===== src/rtl/ahb_uart_master.sv =====
// UART-command-driven AHB-Lite master: decodes W/R frames from the rx byte stream,
// issues one single-word transfer, and streams the status or read data back to uart_tx.
module ahb_uart_master #(
    parameter int TIMEOUT_CYCLES = 1000000,
    parameter int CNT_W          = 20
) (
    input  logic        CLK,
    input  logic        RESET,
    input  logic [7:0]  rx_data,
    input  logic        rx_valid,
    output logic [7:0]  tx_data,
    output logic        tx_valid,
    input  logic        tx_ready,
    output logic [31:0] HADDR,
    output logic [1:0]  HTRANS,
    output logic        HWRITE,
    output logic [2:0]  HSIZE,
    output logic [31:0] HWDATA,
    input  logic [31:0] HRDATA,
    input  logic        HREADY,
    input  logic        HRESP,
    output logic        busy,
    output logic        rx_overrun,
    output logic [2:0]  o_dbg_state
);
    // Handshakes: rx_valid is a one-cycle strobe with no back-pressure; a tx byte moves on
    // any cycle with tx_valid & tx_ready, and tx_valid/tx_data hold steady until then.
    typedef enum logic [2:0] {
        IDLE     = 3'd0,
        GET_ADDR = 3'd1,
        GET_DATA = 3'd2,
        AHB_ADDR = 3'd3,
        AHB_DATA = 3'd4,
        SEND     = 3'd5
    } state_t;

    localparam logic [7:0]       CMD_W      = 8'h57;
    localparam logic [7:0]       CMD_R      = 8'h52;
    localparam logic [7:0]       RSP_OK     = 8'h4B;
    localparam logic [7:0]       RSP_ERR    = 8'h45;
    localparam logic [7:0]       RSP_UNK    = 8'h3F;
    localparam logic [CNT_W-1:0] TIMER_LAST = CNT_W'(TIMEOUT_CYCLES - 1);

    state_t           r_state;
    state_t           w_state_next;
    logic [1:0]       r_byte_cnt;
    logic             r_is_write;
    logic [31:0]      r_addr;
    logic [31:0]      r_wdata;
    logic [31:0]      r_tx_buf;
    logic [2:0]       r_tx_left;
    logic [CNT_W-1:0] r_timer;
    logic             r_overrun;
    logic             w_timeout;
    logic             w_field_done;

    // An arriving byte always beats a timeout in the same cycle.
    assign w_timeout    = (r_timer == TIMER_LAST) && !rx_valid;
    assign w_field_done = rx_valid && (r_byte_cnt == 2'd3);

    always_ff @(posedge CLK) begin
        if (RESET) r_state <= IDLE;
        else       r_state <= w_state_next;
    end

    always_comb begin
        w_state_next = r_state;
        HTRANS       = 2'b00;
        HWRITE       = 1'b0;
        case (r_state)
            IDLE: begin
                if (rx_valid) begin
                    if (rx_data == CMD_W || rx_data == CMD_R) w_state_next = GET_ADDR;
                    else                                      w_state_next = SEND;
                end
            end
            GET_ADDR: begin
                if (w_field_done) begin
                    if (r_is_write) w_state_next = GET_DATA;
                    else            w_state_next = AHB_ADDR;
                end else if (w_timeout) begin
                    w_state_next = IDLE;
                end
            end
            GET_DATA: begin
                if (w_field_done)   w_state_next = AHB_ADDR;
                else if (w_timeout) w_state_next = IDLE;
            end
            AHB_ADDR: begin
                HTRANS = 2'b10;
                HWRITE = r_is_write;
                if (HREADY) w_state_next = AHB_DATA;
            end
            AHB_DATA: begin
                if (HREADY) w_state_next = SEND;
            end
            SEND: begin
                if (tx_ready && r_tx_left == 3'd1) w_state_next = IDLE;
            end
            default: w_state_next = IDLE;
        endcase
    end

    always_ff @(posedge CLK) begin
        if (RESET) begin
            r_byte_cnt <= 2'd0;
            r_is_write <= 1'b0;
            r_addr     <= 32'h0;
            r_wdata    <= 32'h0;
            r_tx_buf   <= 32'h0;
            r_tx_left  <= 3'd0;
            r_timer    <= '0;
            r_overrun  <= 1'b0;
        end else begin
            case (r_state)
                IDLE: begin
                    if (rx_valid) begin
                        r_is_write <= (rx_data == CMD_W);
                        r_byte_cnt <= 2'd0;
                        r_timer    <= '0;
                        r_tx_buf   <= {RSP_UNK, 24'h0};
                        r_tx_left  <= 3'd1;
                    end
                end
                GET_ADDR, GET_DATA: begin
                    if (rx_valid) begin
                        if (r_state == GET_ADDR) r_addr  <= {r_addr[23:0], rx_data};
                        else                     r_wdata <= {r_wdata[23:0], rx_data};
                        // Wraps to 0 on the 4th byte, ready for the next field.
                        r_byte_cnt <= r_byte_cnt + 2'd1;
                        r_timer    <= '0;
                    end else begin
                        r_timer <= r_timer + CNT_W'(1);
                    end
                end
                AHB_DATA: begin
                    if (HREADY) begin
                        if (HRESP) begin
                            r_tx_buf  <= {RSP_ERR, 24'h0};
                            r_tx_left <= 3'd1;
                        end else if (r_is_write) begin
                            r_tx_buf  <= {RSP_OK, 24'h0};
                            r_tx_left <= 3'd1;
                        end else begin
                            r_tx_buf  <= HRDATA;
                            r_tx_left <= 3'd4;
                        end
                    end
                end
                SEND: begin
                    if (tx_ready) begin
                        r_tx_buf  <= {r_tx_buf[23:0], 8'h00};
                        r_tx_left <= r_tx_left - 3'd1;
                    end
                end
                default: ;
            endcase
            if (rx_valid && (r_state == AHB_ADDR || r_state == AHB_DATA || r_state == SEND))
                r_overrun <= 1'b1;
        end
    end

    assign HADDR       = {r_addr[31:2], 2'b00};
    assign HSIZE       = 3'b010;
    assign HWDATA      = r_wdata;
    assign tx_valid    = (r_state == SEND);
    assign tx_data     = r_tx_buf[31:24];
    assign busy        = (r_state != IDLE);
    assign rx_overrun  = r_overrun;
    assign o_dbg_state = r_state;
endmodule


===== config.mk =====
export PLATFORM = sky130hd
export DESIGN_NAME = ahb_uart_master
export DESIGN_NICKNAME = d
export VERILOG_FILES = /design/src/rtl/ahb_uart_master.sv
export SDC_FILE = /design/constraint.sdc
export NUM_CORES = 1
export LEC_CHECK = 0
export BUFFER_PORTS_ARGS = -buffer_cell sky130_fd_sc_hd__buf_2
export CAP_MARGIN = 10
export CORE_UTILIZATION = 54
export DETAILED_ROUTE_END_ITERATION = 12
export GPL_TIMING_DRIVEN = 1
export PLACE_DENSITY = 0.8
export SLEW_MARGIN = 20
export SYNTH_ARGS = -nofsm -noshare
export SYNTH_HDL_FRONTEND = slang
export SYNTH_SLANG_ARGS = --single-unit

===== constraint.sdc =====
create_clock -name CLK -period 2.1 [get_ports CLK]
set_input_delay 0.21 -clock CLK [delete_from_list [all_inputs] [get_ports CLK]]
set_output_delay 0.21 -clock CLK [all_outputs]
set_load 0.02 [all_outputs]

==> metrics.md <==
| Metric | Value |
|---|---|
| Fillcell total | 794 |
| Die Footprint | 0.0109 mm^2 |
| Largest net degree at the start of global routing | 65 |
| Slew Limit Fails | 0 |
| Slew @ Worst Pin | 0.654 ns |
| Fmax | 503 MHz |
| R2R cell count | 6 |
| Status | finished clean |
| First-pass GRT wire length | 23.1 mm |
| CP Data Required Time | 1.89 ns |
| Cell area after synthesis | 0.00564 mm^2 |
| DRT Pass-1 Iters | 5 |
| Yosys warns | 0 |
| Num Clock Sinks | 126 |
| Clock skew | 0.0113 ns |
| Async set or reset register ratio after synthesis | 0 |
| Post-synth EDFFs | 0 |
| Vias in the first global route | 4887 |
| Clock slew at reported path FFs | 0.06 ns |
| DRC | 0 |
| Routed len/inst | 14.7 um |
| Vias/cell | 5.53 |
| Die width | 104 um |
| PwrDens | 980 mW/mm^2 |
| Period utilization | 0.947 |
| Worst Hold Depth | 4 |
| Top Ports | 130 |
| Residual antenna-violating net count after detailed routing | 0 |
| Final Hold Fails | 0 |
| Final setup violation count | 0 |
| Syn Area/Cell | 7.98 um^2 |
| Critical path launch point type | register |
| Clk buf depth | 2 |
| All-Layer GR Usage | 0.259 |
| Total power | 6.69 mW |
| Area post-placement | 0.00606 mm^2 |
| Final hold slack | 0.0470 ns |
| Vias | 5208 |
| Area grow syn2layout | 21.1% |
| H-tree depth | 4 |
| Leakage Power | 2.74 nW |
| Cells after synthesis | 707 |
| Worst hold path class | in -> reg |
| Max VDD drop | 0.000596 V |
| Die Span Y | 104 um |
| Final Cell Area | 0.00683 mm^2 |
| Setup Buffers After CTS | 0 |
| CTS tree | built |
| Worst EP arrival | 1.78 ns |
| Core footprint | 0.00995 mm^2 |
| I/O Buffers | 123 |
| Initial core utilization | 0.566 |
| CP max FO | 18 |
| Final nets | 846 |
| Worst skew pair latency | 0.52 ns |
| Synth cell types | 49 |
| Top_reg_cell synth | dfxtp_1 |
| Slew headroom | 0.562 |
| Post-route minimum period | 1.99 ns |
| DRT iter0 DRCs | 387 |
| Grt ovf | 0 |
| Total wire length | 13.8 mm |
| Gpl congestion | 0.862 |
| CTS Buf Count | 17 |
| CP Capture Type | output port |
| Max cap viols | 0 |
| Setup_tns | 0 ns |
| N_diodes | 0 |
| Number of cell rows | 36 |
| Final HPWL DP | 8.77 mm |
| Share of layout cells above drive strength 1 | 0.228 |
| Clock root cell | clkbuf_8 |
| Sequential share of the synthesized area | 0.447 |
| Critical path class | reg -> out |
| Register bit total from synthesis | 126 |
| RSZ-0062 raised after global routing | false |
| Initial antenna violation count | 0 |
power breakdown:
part	leakage, nW	switching [mW]	internal, mW
clock network	0.290	1.14	1.84
registers	1.02	0.0916	2.48
logic	1.43	0.729	0.408
total	2.74	1.96	4.73
cells in the final DEF (no fill, tap or decap), types with 9 or more instances in the layout:
cell type      synthesis  layout
nand2_1              165     165
nand4_1                9       9
inv_1                 10      10
dfxtp_1              126     124
nor3_1                12      12
buf_2                 17     122
dlygate4sd3_1          0      16
a21oi_1               87      87
a22oi_1               17      17
a22o_1                19      19
clkbuf_16              0      16
nand3_1               14      14
buf_4                 47      20
xor2_1                10      10
nor2_1                57      57
routing by layer:
metal / part of all wire / vias up / global-route usage
li1: - / 2537 / -
met1: 0.44 / 2458 / 0.321
met2: 0.50 / 185 / 0.449
met3: 0.049 / 28 / 0.0595
met4: 0.015 / 0 / 0.0755
met5: 0 / - / 0
critical path, stage by stage (launching register included):
cell,delay (ns)
dfxtp_2,0.51
buf_4,0.22
nand3b_1,0.21
inv_1,0.15
buf_2,0.19
per-stage QoR:
step | worst slack [ns] | util | cells
after floorplan | 0.369 | - | 711
after global placement | 0.132 | 0.609 | 894
after detailed placement | 0.0962 | 0.609 | 894
after CTS | 0.0617 | 0.685 | 941
after global routing | 0.00239 | 0.686 | 941
final | 0.111 | 0.686 | 941
cells in the mapped netlist (3+ instances only):
| master | number | share of area |
|---|---|---|
| a2111oi_0 | 4 | 0.0062 |
| a211oi_1 | 3 | 0.0040 |
| a21o_1 | 3 | 0.0040 |
| a21oi_1 | 87 | 0.077 |
| a221oi_1 | 4 | 0.0062 |
| a22o_1 | 19 | 0.030 |
| a22oi_1 | 17 | 0.023 |
| and4_1 | 3 | 0.0047 |
| buf_2 | 17 | 0.015 |
| buf_4 | 47 | 0.063 |
| clkbuf_1 | 26 | 0.017 |
| dfxtp_1 | 126 | 0.45 |
| ha_1 | 4 | 0.0089 |
| inv_1 | 10 | 0.0067 |
| mux2_2 | 3 | 0.0060 |
| nand2_1 | 165 | 0.11 |
| nand2b_1 | 4 | 0.0044 |
| nand3_1 | 14 | 0.012 |
| nand4_1 | 9 | 0.010 |
| nor2_1 | 57 | 0.038 |
| nor2b_1 | 6 | 0.0067 |
| nor3_1 | 12 | 0.011 |
| o211ai_1 | 4 | 0.0053 |
| o21ai_0 | 8 | 0.0071 |
| or3_1 | 5 | 0.0055 |
| xnor2_1 | 7 | 0.011 |
| xor2_1 | 10 | 0.016 |
area by class of cell:
cell class	instances	area, um^2	area share
clock buffer	18	418	0.0612
clock inverter	13	181	0.0266
inverter	10	37.5	0.00550
multi-input combinational	482	2550	0.374
sequential	126	2530	0.370
tap	133	166	0.0244
timing repair buffer	159	941	0.138
state kept, by name, summed over array words and instances (netlist names):
name         flops
HWDATA          32
r_tx_buf        32
r_timer         20
o_dbg_state      3
r_addr          32
rx_overrun       1
r_byte_cnt       2
r_tx_left        3
r_is_write       1
what timing repair did:
action | in CTS | in global routing
resized for setup | 1 | 1
hold buffers | 16 | 0
endpoints found under the setup margin | 2 | 1
hold endpoints to repair | 24 | 0
cells by family (layout without fill, tap and decap cells):
group | Yosys count | count (layout) | synth area share
xor+xnor | 17 | 17 | 0.0264
flops | 126 | 126 | 0.447
compound gates | 156 | 156 | 0.172
mux | 3 | 3 | 0.00599
other cells | 2 | 6 | 0.00133
simple gates | 296 | 296 | 0.234
buf+inv | 103 | 200 | 0.104
fa+ha+maj | 4 | 4 | 0.00888
path summary, 6_finish.rpt:
kind	slack, ns	end	from
setup / recovery	0.11	tx_valid	o_dbg_state[0]
hold / removal	0.05	r_tx_buf[10]	HRDATA[10]
setup reg to reg	0.14	r_tx_buf[22]	o_dbg_state[0]
hold reg to reg	0.45	r_addr[8]	r_addr[0]
Power figures use the tool's default switching activity.
